==> config.mk <==
export PLATFORM = sky130hd
export DESIGN_NAME = rounder_normshift_flat
export DESIGN_NICKNAME = d
export VERILOG_FILES = /design/src/rtl/rounder_normshift_if.sv /design/src/rtl/rounder_normshift.sv /design/src/flat_wrapper.sv
export SDC_FILE = /design/constraint.sdc
export NUM_CORES = 1
export LEC_CHECK = 0
export BUFFER_PORTS_ARGS = -buffer_cell sky130_fd_sc_hd__buf_4
export CORE_ASPECT_RATIO = 0.6
export CORE_UTILIZATION = 23
export DETAILED_ROUTE_END_ITERATION = 6
export GPL_TIMING_DRIVEN = 0
export PLACE_DENSITY = 0.47
export SYNTH_ARGS = -nofsm -noshare
export SYNTH_HDL_FRONTEND = slang
export SYNTH_SLANG_ARGS = --single-unit
==> constraint.sdc <==
create_clock -name clk -period 4.7 [get_ports clk]
set_clock_uncertainty 0.1 [all_clocks]
set_input_delay 1.41 -clock clk [delete_from_list [all_inputs] [get_ports clk]]
set_output_delay 1.41 -clock clk [all_outputs]
set_load 0.01 [all_outputs]
==> src/rtl/rounder_normshift_if.sv <==
// Operand-in / result-out handshake bundle for the rounder normalisation-shift stage.
interface rounder_normshift_if #(
    parameter int EW  = 13,
    parameter int LZW = 6,
    parameter int FW  = 64
);
    logic           in_valid;
    logic           in_ready;
    logic [EW-1:0]  er;
    logic [LZW-1:0] lz;
    logic [FW-1:0]  fin;
    logic [1:0]     fmt;
    logic           tiny;
    logic           unfen;
    logic           out_valid;
    logic           out_ready;
    logic [EW-1:0]  sh;
    logic [FW-1:0]  fout;
    logic [EW-1:0]  eout;
    logic           sticky;

    modport slave (
        input  in_valid, er, lz, fin, fmt, tiny, unfen, out_ready,
        output in_ready, out_valid, sh, fout, eout, sticky
    );

    modport master (
        output in_valid, er, lz, fin, fmt, tiny, unfen, out_ready,
        input  in_ready, out_valid, sh, fout, eout, sticky
    );
endinterface

==> src/rtl/rounder_normshift.sv <==
// Three-stage normalise/denormalise shifter: S1 shift distance, S2 coarse (x8) shift,
// S3 fine shift and sticky; valid/ready with bubble collapsing.
module rounder_normshift #(
    parameter int EW     = 13,
    parameter int LZW    = 6,
    parameter int FW     = 64,
    parameter int EMIN_H = -14,
    parameter int EMIN_S = -126,
    parameter int EMIN_D = -1022
) (
    input logic               clk,
    input logic               rst,
    rounder_normshift_if.slave io
);
    localparam int SW = $clog2(FW);
    localparam logic [EW-1:0] EMIN_H_E = EW'(EMIN_H);
    localparam logic [EW-1:0] EMIN_S_E = EW'(EMIN_S);
    localparam logic [EW-1:0] EMIN_D_E = EW'(EMIN_D);
    localparam logic [EW-1:0] FW_E     = EW'(FW);

    logic v1_q, v2_q, v3_q;
    logic rdy1, rdy2, rdy3;
    logic ld1, ld2, ld3;

    // A stage accepts when empty or when its occupant moves on this cycle.
    assign rdy3 = !v3_q || io.out_ready;
    assign rdy2 = !v2_q || rdy3;
    assign rdy1 = !v1_q || rdy2;
    assign ld1  = io.in_valid && rdy1;
    assign ld2  = v1_q && rdy2;
    assign ld3  = v2_q && rdy3;

    logic [EW-1:0] emin, mag, sh1_d, eout1_d;
    logic          neg1_d, sat1_d;
    logic [SW-1:0] amt1_d;

    always_comb begin
        case (io.fmt)
            2'b00:   emin = EMIN_H_E;
            2'b01:   emin = EMIN_S_E;
            default: emin = EMIN_D_E;
        endcase
        if (io.tiny && !io.unfen) begin
            sh1_d = io.er - emin;
        end else begin
            sh1_d = {{(EW-LZW){1'b0}}, io.lz};
        end
        eout1_d = io.er - sh1_d;
        neg1_d  = sh1_d[EW-1];
        mag     = neg1_d ? -sh1_d : sh1_d;
        sat1_d  = (mag >= FW_E);
        amt1_d  = sat1_d ? '0 : mag[SW-1:0];
    end

    logic [FW-1:0] fin1_q;
    logic [EW-1:0] sh1_q, eout1_q;
    logic          neg1_q, sat1_q;
    logic [SW-1:0] amt1_q;

    logic [SW-1:0] crs;
    logic [FW-1:0] f2_d;
    logic          st2_d;

    // Saturated shifts zero the significand here; the fine amount is already 0.
    always_comb begin
        crs = {amt1_q[SW-1:3], 3'b000};
        if (sat1_q) begin
            f2_d = '0;
        end else if (neg1_q) begin
            f2_d = fin1_q >> crs;
        end else begin
            f2_d = fin1_q << crs;
        end
        if (!neg1_q) begin
            st2_d = 1'b0;
        end else if (sat1_q) begin
            st2_d = |fin1_q;
        end else begin
            st2_d = |(fin1_q & ~({FW{1'b1}} << crs));
        end
    end

    logic [FW-1:0] f2_q;
    logic          st2_q, neg2_q;
    logic [2:0]    fine2_q;
    logic [EW-1:0] sh2_q, eout2_q;

    logic [FW-1:0] f3_d;
    logic          st3_d;

    always_comb begin
        f3_d  = neg2_q ? (f2_q >> fine2_q) : (f2_q << fine2_q);
        st3_d = st2_q | (neg2_q && |(f2_q & ~({FW{1'b1}} << fine2_q)));
    end

    logic [FW-1:0] f3_q;
    logic          st3_q;
    logic [EW-1:0] sh3_q, eout3_q;

    always_ff @(posedge clk) begin
        if (rst) begin
            v1_q    <= 1'b0;
            v2_q    <= 1'b0;
            v3_q    <= 1'b0;
            fin1_q  <= '0;
            sh1_q   <= '0;
            eout1_q <= '0;
            neg1_q  <= 1'b0;
            sat1_q  <= 1'b0;
            amt1_q  <= '0;
            f2_q    <= '0;
            st2_q   <= 1'b0;
            neg2_q  <= 1'b0;
            fine2_q <= '0;
            sh2_q   <= '0;
            eout2_q <= '0;
            f3_q    <= '0;
            st3_q   <= 1'b0;
            sh3_q   <= '0;
            eout3_q <= '0;
        end else begin
            if (rdy1) v1_q <= io.in_valid;
            if (rdy2) v2_q <= v1_q;
            if (rdy3) v3_q <= v2_q;
            if (ld1) begin
                fin1_q  <= io.fin;
                sh1_q   <= sh1_d;
                eout1_q <= eout1_d;
                neg1_q  <= neg1_d;
                sat1_q  <= sat1_d;
                amt1_q  <= amt1_d;
            end
            if (ld2) begin
                f2_q    <= f2_d;
                st2_q   <= st2_d;
                neg2_q  <= neg1_q;
                fine2_q <= amt1_q[2:0];
                sh2_q   <= sh1_q;
                eout2_q <= eout1_q;
            end
            if (ld3) begin
                f3_q    <= f3_d;
                st3_q   <= st3_d;
                sh3_q   <= sh2_q;
                eout3_q <= eout2_q;
            end
        end
    end

    assign io.in_ready  = rdy1;
    assign io.out_valid = v3_q;
    assign io.sh        = sh3_q;
    assign io.fout      = f3_q;
    assign io.eout      = eout3_q;
    assign io.sticky    = st3_q;
endmodule

==> src/flat_wrapper.sv <==
// flat-port wrapper written by rule: the top's interface ports become plain ports
module rounder_normshift_flat 
#(
    parameter int EW     = 13,
    parameter int LZW    = 6,
    parameter int FW     = 64,
    parameter int EMIN_H = -14,
    parameter int EMIN_S = -126,
    parameter int EMIN_D = -1022
)
  (clk, rst, io_in_valid, io_er, io_lz, io_fin, io_fmt, io_tiny, io_unfen, io_out_ready, io_in_ready, io_out_valid, io_sh, io_fout, io_eout, io_sticky);
  rounder_normshift_if #(.EW(EW), .LZW(LZW), .FW(FW)) io_i ();
  input logic clk;
  input logic rst;
  input wire logic [$bits(io_i.in_valid)-1:0] io_in_valid;
  input wire logic [$bits(io_i.er)-1:0] io_er;
  input wire logic [$bits(io_i.lz)-1:0] io_lz;
  input wire logic [$bits(io_i.fin)-1:0] io_fin;
  input wire logic [$bits(io_i.fmt)-1:0] io_fmt;
  input wire logic [$bits(io_i.tiny)-1:0] io_tiny;
  input wire logic [$bits(io_i.unfen)-1:0] io_unfen;
  input wire logic [$bits(io_i.out_ready)-1:0] io_out_ready;
  output wire logic [$bits(io_i.in_ready)-1:0] io_in_ready;
  output wire logic [$bits(io_i.out_valid)-1:0] io_out_valid;
  output wire logic [$bits(io_i.sh)-1:0] io_sh;
  output wire logic [$bits(io_i.fout)-1:0] io_fout;
  output wire logic [$bits(io_i.eout)-1:0] io_eout;
  output wire logic [$bits(io_i.sticky)-1:0] io_sticky;
  assign io_i.in_valid = io_in_valid;
  assign io_i.er = io_er;
  assign io_i.lz = io_lz;
  assign io_i.fin = io_fin;
  assign io_i.fmt = io_fmt;
  assign io_i.tiny = io_tiny;
  assign io_i.unfen = io_unfen;
  assign io_i.out_ready = io_out_ready;
  assign io_in_ready = io_i.in_ready;
  assign io_out_valid = io_i.out_valid;
  assign io_sh = io_i.sh;
  assign io_fout = io_i.fout;
  assign io_eout = io_i.eout;
  assign io_sticky = io_i.sticky;
  rounder_normshift #(.EW(EW), .LZW(LZW), .FW(FW), .EMIN_H(EMIN_H), .EMIN_S(EMIN_S), .EMIN_D(EMIN_D)) u_core (.clk(clk), .rst(rst), .io(io_i));
endmodule
==> flow_summary.ini <==
[clock_network]
cts_max_path_buffers = 3
worst_skew_pair.late_latency_ns = 0.65
hold_buffers = 0
clock_root_buffer = clkbuf_16
cts.reportedPaths.clkPinSlew_ns = 0.07
cts_num_sinks = 285
cts_tree = built
h-tree-depth = 1
cts-buffers-inserted = 30

[worst_hold_path]
class_of_the_tightest_hold_or_removal_check = reg -> reg
hold_path_end = u_core.eout1_q[3]$_SDFFE_PP0P_
hold_path.startpoint = u_core.eout1_q[3]$_SDFFE_PP0P_
min_path_cells = 2

[power]
power_share_of_the_sequential_group = 0.405
share_clk_of_total_power = 0.390
power_density_nw_per_um2 = 291
netSwitchingPower_mw = 2.14
power.combinational.fraction = 0.205
p_int_mw = 4.38
irDropWorstVdd_mv = 0.318
swShare = 0.329
total_power_mw = 6.52
reported_leakage_power_nw = 7.57

[floorplanning]
core_sq_um = 79700
dieArea_sq_um = 82000
die-height_um = 222
rows = 80
initial_core_util = 0.233
die_w_um = 369
ioPinCount = 184

[place]
port_buffers = 181
dp.cells = 3767
detailed_place_hpwl_mm = 79.4
preCtsSetupSlack_ns = -0.716
placer_s_final_routability_congestion_estimate = 1.04
place_area_sq_um = 21300

[detailed_routing]
drt_iter0_drc = 2706
antenna_left = 0
drt-pass1-iter-count = 6
number_of_drc_violations_after_detailed_routing = 0
num_vias = 21400
route.detailed.wl_per_inst_um = 25.7
drt_wl_total_mm = 98.2
viasPerCell = 5.59

[setup_path]
setup_crit_end_kind = flip-flop
cp.required_ns = 5.18
critical_path_peak_fanout = 10
reg2regPathDepth = 8
r2r_end = u_core.f2_q[63]$_SDFFE_PP0P_
start_kind = flip-flop
rrSetupSlack_ns = 0.02
r2r_start = u_core.amt1_q[4]$_SDFFE_PP0P_
timing_worst_setup_path_type = reg -> reg
timing.critical_path.arrival_ns = 5.16

[logic_synthesis]
seq_area_frac_synth = 0.307
synth_flop_cell = dfxtp_1
synth-seq-cells = 285
postSynthNetCount = 2627
async_reset_ff_frac = 0
area_of_the_mapped_netlist_sq_um = 18600
cells_after_synth = 2520
yosys.cell_types.count = 79
synth.avg_cell_area_sq_um = 7.37
synth.yosys.warnings = 0
post_synth_edffs = 0

[final_layout]
finalCoreUtilization = 0.282
share_of_final_layout_standard_cells_stronger_than_drive_strength_1 = 0.134
finish.net_count = 2844
finalInstanceArea_sq_um = 22400
post_route_non_filler_standard_cell_count = 3828
flow.area_growth_from_synthesis_pct = 20.8

[grt]
gr-usage-met2 = 0.319
grt.overflow.total = 0
groute.layer.met1.usage = 0.355
grt_pass1_wl_mm = 143
antenna_violations_before_repair = 2
grt_start_max_net_pins = 18
first_global_vias = 20200
grt.total_usage = 0.234
top_usage_layer = met1
grt_use_met3 = 0.0704

[outcome]
outcome = completed

[sta]
worst_slew_margin_rel = 0.165
period_needed_ns = 4.68
grt_setup_unrepaired = false
finalSetupViolations = 0
final.period_utilization = 0.995
setup_slack_ns = 0.0238
worst_slew_pin_slew_ns = 1.25
final-hold-violation-count = 0
setup_tns_ns = 0
achievable-frequency_mhz = 214
worst_hold_slack_ns = 0.355
drv_slew = 0

[run]
timing.max_cap.violations = 0
## Yosys cell counts (27+ instances only)
library cell  instances  share of area
nand2_1             447          0.090
dfxtp_1             285           0.31
nor2_1              276          0.056
a21oi_1             260          0.070
clkbuf_1            183          0.037
o21ai_0             151          0.041
a22oi_1              85          0.034
mux2i_1              75          0.040
o211ai_1             62          0.025
nand3_1              52          0.014
nand2b_1             49          0.017
a211oi_1             46          0.019
nor3_1               41          0.011
mux4_2               39          0.047
o21a_1               32          0.013
buf_1                30         0.0061
mux2_2               27          0.016
## layout by cell type, fill, tap and decap left out, drive strengths merged, types with 8 or more instances in the layout
master / Yosys / routed
nor4: 20 / 20
o31ai: 8 / 8
a22o: 13 / 13
o211ai: 62 / 62
o31a: 13 / 13
o21ai: 151 / 151
or2: 22 / 22
clkinv: 3 / 9
ha: 15 / 15
nand2: 447 / 447
mux2i: 76 / 76
and2: 20 / 20
xnor2: 8 / 8
nor3b: 8 / 8
nand3: 52 / 52
a22oi: 85 / 85
a311oi: 24 / 24
buf: 48 / 233
or3: 8 / 8
nor2: 276 / 276
and3: 19 / 19
o32ai: 9 / 9
dfxtp: 285 / 285
inv: 21 / 23
a211oi: 47 / 47
o22ai: 24 / 24
clkbuf: 183 / 227
nor3: 42 / 42
o311ai: 21 / 21
nand2b: 50 / 50
mux4: 39 / 39
mux2: 27 / 27
o21a: 32 / 32
a21oi: 260 / 260
nor2b: 22 / 22
## worst max-delay path by stage
stage	from	endpoint	slack [ns]
detailed placement	io_fmt[1]	u_core.eout1_q[11]$_SDFFE_PP0P_	-0.72
global placement	io_fmt[1]	u_core.eout1_q[12]$_SDFFE_PP0P_	-0.72
finish	u_core.amt1_q[4]$_SDFFE_PP0P_	u_core.f2_q[63]$_SDFFE_PP0P_	0.02
global route	io_fmt[1]	u_core.eout1_q[11]$_SDFFE_PP0P_	0.009
floorplan	io_fmt[1]	u_core.eout1_q[12]$_SDFFE_PP0P_	-0.02
CTS	io_fmt[1]	u_core.eout1_q[11]$_SDFFE_PP0P_	0.05
## state kept, by name (all words and copies together), names as in the netlist
signal,cells
u_core.io.sticky,1
u_core.neg1_q,1
u_core.io.out_valid,1
u_core.eout2_q,13
u_core.fin1_q,64
u_core.io.sh,13
u_core.v2_q,1
u_core.st2_q,1
u_core.io.eout,13
u_core.amt1_q,6
u_core.fine2_q,3
u_core.sh1_q,12
u_core.v1_q,1
u_core.io.fout,64
u_core.eout1_q,13
u_core.sat1_q,1
u_core.sh2_q,13
u_core.f2_q,64
## kinds of logic after synthesis
| family | after synthesis | synth area share |
|---|---|---|
| AOI/OAI and AO/OA | 807 | 0.280 |
| xor gates and xnor gates | 14 | 0.00660 |
| adders and majority gates | 16 | 0.0112 |
| buffers and inverters | 256 | 0.0540 |
| DFF | 285 | 0.307 |
| muxes | 142 | 0.105 |
| and+or+nand+nor | 1000 | 0.236 |
## critical path, stage by stage (launching register included)
cell	delay (ns)
dfxtp_1	0.30
clkbuf_1	0.49
clkbuf_1	0.63
clkbuf_1	0.85
clkbuf_1	0.63
a21oi_1	0.42
a2111oi_0	0.97
a21oi_1	0.09
nor2_1	0.12
## layout make-up
class / instances / area, sq um
fillers: 9001 / 57200
multi-input cells: 1979 / 12000
flip-flops and latches: 285 / 5710
repair buffers: 185 / 1390
well taps: 1066 / 1330
plain buffers: 232 / 913
clock buffers: 44 / 873
clock inverters: 12 / 166
inverters: 24 / 90.1
diodes: 1 / 2.50
## power groups by stage
| stage | combinational [mW] | clock, mW | sequential, mW |
|---|---|---|---|
| 4_1_cts | 1.29 | 2.60 | 2.63 |
| 5_1_grt | 1.42 | 2.70 | 2.65 |
| 3_5_place_dp | 1.28 | 0 | 2.69 |
| 3_3_place_gp | 1.30 | 0 | 2.69 |
| 6_report | 1.34 | 2.54 | 2.64 |
| 2_1_floorplan | 0.792 | 0 | 2.62 |
## repair_timing
item / 4_1_cts / 5_1_grt
gates resized for setup: 3 / 7
endpoints found under the setup margin: 2 / 2
pin swaps: 0 / 6
cloned: 0 / 0
setup buffers: 0 / 4
## metal layers
| metal | share of wire | wire (um) |
|---|---|---|
| met1 | 0.47 | 46600 |
| met2 | 0.39 | 38200 |
| met3 | 0.11 | 11200 |
| met4 | 0.022 | 2150 |
| met5 | 0 | 0 |
No activity file was read; power rests on OpenSTA's default activity.
